## src/rtl/memory_access_sequencer_pkg.sv

```systemverilog
// Shared types for the memory access sequencer: controller modes, sequencer states and requester ids.
package memory_access_sequencer_pkg;

    typedef enum logic [1:0] {
        NOP           = 2'd0,
        LOAD          = 2'd1,
        STORE_PRELOAD = 2'd2,
        STORE         = 2'd3
    } MemoryMode_t;

    typedef enum logic [2:0] {
        IDLE      = 3'd0,
        ACCESS    = 3'd1,
        LOAD_DATA = 3'd2,
        WRITE     = 3'd3,
        ABORT     = 3'd4
    } MemorySequencerState_t;

    typedef enum logic {
        CORE  = 1'b0,
        DEBUG = 1'b1
    } RequesterId_t;

    // Controller mode for a given sequencer state; stores always preload first so errors surface before a write.
    function automatic MemoryMode_t sequence_mode(input MemorySequencerState_t st, input logic is_store);
        MemoryMode_t m;
        case (st)
            ACCESS:    m = is_store ? STORE_PRELOAD : LOAD;
            LOAD_DATA: m = LOAD;
            WRITE:     m = STORE;
            default:   m = NOP;
        endcase
        return m;
    endfunction

endpackage

```

## src/rtl/memory_access_sequencer_arbiter.sv

```systemverilog
// Two-way round-robin arbiter; lastGrant only advances when the sequencer accepts a request.
module memory_sequencer_arbiter
    import memory_access_sequencer_pkg::*;
(
    input  logic         clock,
    input  logic         reset,
    input  logic         core_req,
    input  logic         debug_req,
    input  logic         accept,
    output RequesterId_t grant
);

    RequesterId_t last_grant_q;
    RequesterId_t last_grant_d;

    // Grant selection and lastGrant update
    always_comb begin
        grant        = CORE;
        last_grant_d = last_grant_q;
        if (core_req && debug_req) begin
            grant = (last_grant_q == CORE) ? DEBUG : CORE;
        end else if (debug_req) begin
            grant = DEBUG;
        end else begin
            grant = CORE;
        end
        if (accept) begin
            last_grant_d = grant;
        end else begin
            last_grant_d = last_grant_q;
        end
    end

    // lastGrant starts at DEBUG so the core wins the first tie
    always_ff @(posedge clock) begin
        if (reset) begin
            last_grant_q <= DEBUG;
        end else begin
            last_grant_q <= last_grant_d;
        end
    end

endmodule

```

## src/rtl/memory_access_sequencer.sv

```systemverilog
// Shares the memory controller data port between core and debug agent with a fixed 3-cycle sequence.
// Optional counters enabled by defining MEMORY_SEQUENCER_STATS_EN.
module memory_access_sequencer
    import memory_access_sequencer_pkg::*;
(
    input  logic        clock,
    input  logic        reset,
    input  logic        coreReq,
    input  logic        coreIsStore,
    input  logic [2:0]  coreFunct3,
    input  logic        debugReq,
    input  logic        debugIsStore,
    input  logic [2:0]  debugFunct3,
    input  logic        memoryUnalignedAccess,
    input  logic        memoryBadFunct3,
    output MemoryMode_t memoryMode,
    output logic [2:0]  funct3,
    output logic        grantDebug,
    output logic        busy,
    output logic        coreDone,
    output logic        debugDone,
    output logic        accessError,
    output logic        errorUnaligned,
    output logic        errorBadFunct3
`ifdef MEMORY_SEQUENCER_STATS_EN
    ,
    output logic [31:0] accessCount,
    output logic [31:0] errorCount
`endif
);

    MemorySequencerState_t state_q, state_d;
    RequesterId_t          grant_q, grant_d;
    RequesterId_t          arb_grant_s;
    logic                  is_store_q, is_store_d;
    logic [2:0]            funct3_q, funct3_d;
    logic                  err_unaligned_q, err_unaligned_d;
    logic                  err_bad_funct3_q, err_bad_funct3_d;
    logic                  accept_s;
    logic                  done_s;

    assign accept_s = (state_q == IDLE) && (coreReq || debugReq);

    memory_sequencer_arbiter u_arbiter (
        .clock     (clock),
        .reset     (reset),
        .core_req  (coreReq),
        .debug_req (debugReq),
        .accept    (accept_s),
        .grant     (arb_grant_s)
    );

    // Next-state logic; request fields are latched once at grant time
    always_comb begin
        state_d          = state_q;
        grant_d          = grant_q;
        is_store_d       = is_store_q;
        funct3_d         = funct3_q;
        err_unaligned_d  = err_unaligned_q;
        err_bad_funct3_d = err_bad_funct3_q;
        case (state_q)
            IDLE: begin
                if (accept_s) begin
                    state_d    = ACCESS;
                    grant_d    = arb_grant_s;
                    is_store_d = (arb_grant_s == DEBUG) ? debugIsStore : coreIsStore;
                    funct3_d   = (arb_grant_s == DEBUG) ? debugFunct3 : coreFunct3;
                end else begin
                    state_d = IDLE;
                end
            end
            ACCESS: begin
                err_unaligned_d  = memoryUnalignedAccess;
                err_bad_funct3_d = memoryBadFunct3;
                if (memoryUnalignedAccess || memoryBadFunct3) begin
                    state_d = ABORT;
                end else if (is_store_q) begin
                    state_d = WRITE;
                end else begin
                    state_d = LOAD_DATA;
                end
            end
            LOAD_DATA: state_d = IDLE;
            WRITE:     state_d = IDLE;
            ABORT:     state_d = IDLE;
            default:   state_d = IDLE;
        endcase
    end

    // State and latched request registers
    always_ff @(posedge clock) begin
        if (reset) begin
            state_q          <= IDLE;
            grant_q          <= CORE;
            is_store_q       <= 1'b0;
            funct3_q         <= 3'b000;
            err_unaligned_q  <= 1'b0;
            err_bad_funct3_q <= 1'b0;
        end else begin
            state_q          <= state_d;
            grant_q          <= grant_d;
            is_store_q       <= is_store_d;
            funct3_q         <= funct3_d;
            err_unaligned_q  <= err_unaligned_d;
            err_bad_funct3_q <= err_bad_funct3_d;
        end
    end

    // Reset masks mode and handshakes so an interrupted WRITE never commits or signals done
    always_comb begin
        done_s         = ((state_q == LOAD_DATA) || (state_q == WRITE) || (state_q == ABORT)) && !reset;
        memoryMode     = reset ? NOP : sequence_mode(state_q, is_store_q);
        funct3         = funct3_q;
        grantDebug     = (grant_q == DEBUG);
        busy           = (state_q != IDLE);
        coreDone       = done_s && (grant_q == CORE);
        debugDone      = done_s && (grant_q == DEBUG);
        accessError    = !reset && (state_q == ABORT);
        errorUnaligned = !reset && (state_q == ABORT) && err_unaligned_q;
        errorBadFunct3 = !reset && (state_q == ABORT) && err_bad_funct3_q;
    end

`ifdef MEMORY_SEQUENCER_STATS_EN
    logic [31:0] access_count_q, access_count_d;
    logic [31:0] error_count_q, error_count_d;

    // Counters wrap naturally at 2^32
    always_comb begin
        access_count_d = access_count_q;
        error_count_d  = error_count_q;
        if ((state_q == LOAD_DATA) || (state_q == WRITE)) begin
            access_count_d = access_count_q + 32'd1;
        end else if (state_q == ABORT) begin
            error_count_d = error_count_q + 32'd1;
        end else begin
            access_count_d = access_count_q;
        end
    end

    // Statistics registers
    always_ff @(posedge clock) begin
        if (reset) begin
            access_count_q <= 32'd0;
            error_count_q  <= 32'd0;
        end else begin
            access_count_q <= access_count_d;
            error_count_q  <= error_count_d;
        end
    end

    assign accessCount = access_count_q;
    assign errorCount  = error_count_q;
`endif

endmodule

```

## config.mk

```make
export PLATFORM = sky130hd
export DESIGN_NAME = memory_access_sequencer
export DESIGN_NICKNAME = d
export VERILOG_FILES = /design/src/rtl/memory_access_sequencer_pkg.sv /design/src/rtl/memory_access_sequencer_arbiter.sv /design/src/rtl/memory_access_sequencer.sv
export SDC_FILE = /design/constraint.sdc
export NUM_CORES = 1
export LEC_CHECK = 0
export ABC_AREA = 1
export ABC_CLOCK_PERIOD_IN_PS = 1450
export CORE_MARGIN = 5
export CORE_UTILIZATION = 39
export CTS_CLUSTER_DIAMETER = 200
export DETAILED_ROUTE_END_ITERATION = 10
export PLACE_DENSITY_LB_ADDON = 0.15
export SYNTH_ARGS = -nofsm -noshare
export SYNTH_HDL_FRONTEND = slang
export SYNTH_HIERARCHICAL = 1
export SYNTH_SLANG_ARGS = --single-unit
```

## constraint.sdc

```tcl
create_clock -name clock -period 1.45 [get_ports clock]
set_input_delay 0.145 -clock clock [delete_from_list [all_inputs] [get_ports clock]]
set_output_delay 0.145 -clock clock [all_outputs]
set_load 0.02 [all_outputs]
```

== After elaboration in Yosys (flattened, before gate mapping) ==
Index checks and enable logic that the tools add are counted.
Widths: inputs -> output; s select.

* Output and inout port bits: 12
* Word-level logic and storage cells: 40
* Input port bits: 14
* Bits in registers: 11

* Muxes and demuxes: 12
* Equality and inequality tests: 4
* Reductions and logical operators: 16
* Bitwise logic cells: 1

{| class="wikitable"
|+ Operator list
! operator !! number
|-
| $logic_and 1x1->1 || 8
|-
| $eq 3x2->1 const B || 2
|-
| $mux 1 || 6
|-
| $mux 3 || 2
|-
| $pmux 2 s3 || 1
|-
| $pmux 3 s2 || 1
|-
| $logic_or 1x1->1 || 4
|-
| $mux 2 || 2
|-
| $eq 3x1->1 const B || 1
|-
| $eq 3x3->1 const B || 1
|-
| $logic_not 3->1 || 1
|-
| $reduce_bool 3->1 || 1
|-
| $reduce_and 2->1 || 1
|-
| $logic_not 1->1 || 1
|-
| $not 1->1 || 1
|}

== Depth between registers and ports, before layout ==
* Depth after elaboration: 5
* Gate-level depth with buffers: 8
* Gate-level depth less buffers: 7

== Cells and area by module ==
The synthesis kept the hierarchy.

{| class="wikitable"
|+ By module, submodules not included
! module !! area an instance (um^2) !! times used !! cells each !! sequential area each (um^2)
|-
| memory_access_sequencer || 538.0 || 1 || 92 || 200.2
|-
| memory_sequencer_arbiter || 47.5 || 1 || 7 || 20.0
|}

== Worst setup path after synthesis ==
Ideal clock, no wire load.

* Path kind: register -> output
* From: register state_q[2]
* To: output memoryMode[0]
* Stages on the path, launching flop included: 4
* Setup slack: 0.292 ns
* Arrival time: 1.013 ns
* Required time: 1.305 ns
* Buffers on the path: 0
* Path through: dfxtp_1 > nor2_1 > nand2_1 > o21ai_0

* Longest elaborated chain between the ends: 3
* Elaborated cells between the ends (all ways): 5
* Classes of those cells: 3 x eq/ne; 2 x mux

{| class="wikitable"
|+ Ends and longest elaborated chain
! item !! RTL line !! text
|-
| start, declared || memory_access_sequencer.sv:32 || <nowiki>MemorySequencerState_t state_q, state_d;</nowiki>
|-
| start signal, assigned || memory_access_sequencer.sv:100 || <nowiki>state_q <= state_d;</nowiki>
|-
| $eq 3x2->1 or $eq 3x1->1 (tied branches) || memory_access_sequencer_pkg.sv:27 || <nowiki>case (st)</nowiki>
|-
| $pmux 2 s3 (*) || memory_access_sequencer_pkg.sv:27 ||
|-
| $mux 2 (*) || memory_access_sequencer.sv:112 || <nowiki>memoryMode = reset ? NOP : sequence_mode(state_q, is_store_q);</nowiki>
|-
| end, declared || memory_access_sequencer.sv:16 || <nowiki>output MemoryMode_t memoryMode,</nowiki>
|}

Every way passes the cells marked *; elsewhere a longest branch is shown, timed or not.

== Final worst setup path ==
* From: register grant_q (netlist: grantDebug)
* To: output grantDebug

{| class="wikitable"
|+ RTL lines
! item !! RTL line !! text
|-
| start, declared || memory_access_sequencer.sv:33 || <nowiki>RequesterId_t grant_q, grant_d;</nowiki>
|-
| start signal, assigned || memory_access_sequencer.sv:101 || <nowiki>grant_q <= grant_d;</nowiki>
|-
| end, declared || memory_access_sequencer.sv:18 || <nowiki>output logic grantDebug,</nowiki>
|}

No word-level cell between the ends.

==> impl_metrics.py <==
metrics = {
    "outcome": {
        "status": "finished clean",
    },
    "sta": {
        "fmax_ghz": 0.727,
        "finalMaxSlewViolations": 0,
        "setup_viol": 0,
        "fin_skew_ns": 0.00232,
        "fin_ws_ns": 0.0741,
        "finalHoldViolations": 0,
        "timing.hold.ws_ns": 0.451,
        "rsz0062_at_grt": "no",
        "fin_crit_sh": 0.949,
        "final.min_clock_period_ns": 1.38,
        "tightest_slew_ns": 0.217,
        "maxSlewHeadroom": 0.855,
    },
    "setup_path": {
        "crit_chain": "clkdlybuf4s50_1",
        "slowest_stage": "clkdlybuf4s50_1",
        "r2r_start": "state_q[1]",
        "cp_num_buf_inv": 1,
        "worstPathArrival_ns": 1.23,
        "cp-end-kind": "output pin",
        "critPathRequiredTime_ns": 1.31,
        "reg2reg_depth": 7,
        "crit_path_start_kind": "register",
        "crit_type": "reg2out",
        "critPathTopFamily": "buffers and inverters",
        "slowest_delay_ns": 0.61,
        "r2r_slack_ns": 0.27,
        "cp_max_fo": 3,
        "r2r_end": "is_store_q",
    },
    "cells_and_area": {
        "drive_gt1_frac": 0.150,
        "design_area_um2": 888,
        "nNetsFinal": 148,
        "final_common_cell": "nand2_1",
        "post-route-util": 0.604,
        "areaGrowthSynthToFinish_pct": 51.7,
        "antenna_cells": 0,
        "finalNonFillerCells": 149,
        "final_cell_mix": "nand2_1, inv_1, clkdlybuf4s50_1",
    },
    "global_routing": {
        "grt_first_pass_wirelength_um": 2590,
        "grt_usage": 0.139,
        "grt_pass1_vias": 640,
        "grt_max_degree": 8,
        "overflow": 0,
        "antenna_found_initial": 0,
    },
    "job": {
        "max_cap_violations": 0,
    },
    "synthesis": {
        "syn_area_um2": 586,
        "synth_cell_type_count": 11,
        "yosys_warnings": 6,
        "synthCells": 99,
        "synth-seq-area-share": 0.376,
        "syn_avg_cell_area_um2": 5.91,
        "synth_seq_cells": 11,
        "synth.net_count": 113,
    },
    "power": {
        "power.share.switching": 0.318,
        "switchingPower_uw": 262,
        "p_clk_frac": 0.260,
        "power_frac_comb": 0.316,
        "p_leak_uw": 0.000487,
        "ir_drop_uv": 632,
        "power-per-cell-area_nw_per_um2": 929,
        "intPower_uw": 563,
        "seqPwrFrac": 0.424,
    },
    "drt": {
        "drt-pass1-iter-count": 4,
        "drt_iter0_markers": 14,
        "vias": 675,
        "wl_um": 1520,
        "drc": 0,
        "ant_nets": 0,
        "vias_per_cell": 4.53,
        "wl_per_cell_um": 10.2,
    },
    "cts": {
        "post_cts_buffers": 0,
        "clock_path_buffers": 2,
        "cts_buffers": 3,
        "hold_buffers": 0,
        "root_buffer": "clkbuf_4",
        "clk_pin_slew_ns": 0.07,
        "cts_tree": "yes",
        "clkSinkCount": 11,
        "clock_tree.htree_level_count": 1,
        "insertion_delay_ns": 0.27,
    },
    "die": {
        "io_pins": 26,
        "die-area_um2": 2380,
        "die_y_um": 48.8,
        "initial_utilization": 0.398,
        "row_count": 14,
        "core_area_um2": 1470,
        "dieWidth_um": 48.8,
    },
    "placement": {
        "port_buffers": 25,
        "placed_area_um2": 890,
        "dp_slack_ns": -0.337,
        "placed_cells": 145,
        "hpwlAfterDp_um": 1230,
        "gp_congestion": 0.845,
    },
    "min_path": {
        "hold_path.class": "in2reg",
        "holdPathStages": 3,
        "worst_hold_path.endpoint": "state_q[2]",
        "hp-start": "memoryBadFunct3",
    },
}
synth_stat cells, drive strengths merged:
master | instances | area, um2
nand2 | 35 | 131
inv | 20 | 75.1
nor2 | 17 | 66.3
dfxtp | 11 | 220
nand3 | 7 | 40.0
a21oi | 6 | 30.0
and2 | 1 | 6.26
buf | 1 | 11.3
o21ai | 1 | 5.00
cell type report:
| type | count | area [um2] |
|---|---|---|
| fillers | 155 | 583 |
| clock buffers | 4 | 26.3 |
| flip-flops and latches | 11 | 220 |
| well taps | 16 | 20.0 |
| inverters | 20 | 75.1 |
| repair buffers | 31 | 260 |
| multi-input cells | 67 | 287 |
worst max-delay path by stage:
stage	from	to	slack (ns)	cells after the start
floorplan	state_q[2]	memoryMode[0]	0.29	3
global placement	reset	coreDone	-0.32	5
detailed placement	reset	memoryMode[0]	-0.34	5
CTS	state_q[2]	memoryMode[0]	0.009	4
global route	state_q[2]	memoryMode[0]	0.01	4
finish	grantDebug	grantDebug	0.07	1
power by group through the flow:
stage                     Clock (uW)  Sequential, uW  Combinational, uW
after floorplan                    0             373                132
after detailed placement           0             357                267
after CTS                        222             350                265
after global routing             232             353                295
after global placement             0             356                261
final                            214             350                261
stage by stage:
step / power [uW] / setup TNS, ns
2_1_floorplan: 506 / 0
3_3_place_gp: 617 / -2.08
3_5_place_dp: 623 / -2.17
4_1_cts: 837 / 0
5_1_grt: 880 / 0
6_report: 825 / 0
metal layers:
layer,routed length [um],vias to the layer above,global-route usage,part of all wire
li1,-,360,-,-
met1,647,294,0.150,0.43
met2,757,17,0.239,0.50
met3,94,4,0.0583,0.062
met4,21,0,0.0538,0.014
met5,0,-,0,0
what timing repair did:
action	in CTS	in global routing
gates cloned	0	0
resized for setup	22	9
setup endpoints to repair	8	8
flip-flops by register name, indices dropped and copies added (netlist names):
signal / count
is_store_q: 1
grantDebug: 1
err_unaligned_q: 1
state_q: 3
err_bad_funct3_q: 1
funct3: 3
u_arbiter/last_grant_q: 1
cells by family (layout without fill, tap and decap cells):
group / count (synthesis) / after routing / share of synthesized area
buffers and inverters: 21 / 55 / 0.147
AND/OR/NAND/NOR: 60 / 60 / 0.417
flip-flops: 11 / 11 / 0.376
AO/OA/AOI/OAI: 7 / 7 / 0.0598
(Power assumes the default switching activity.)
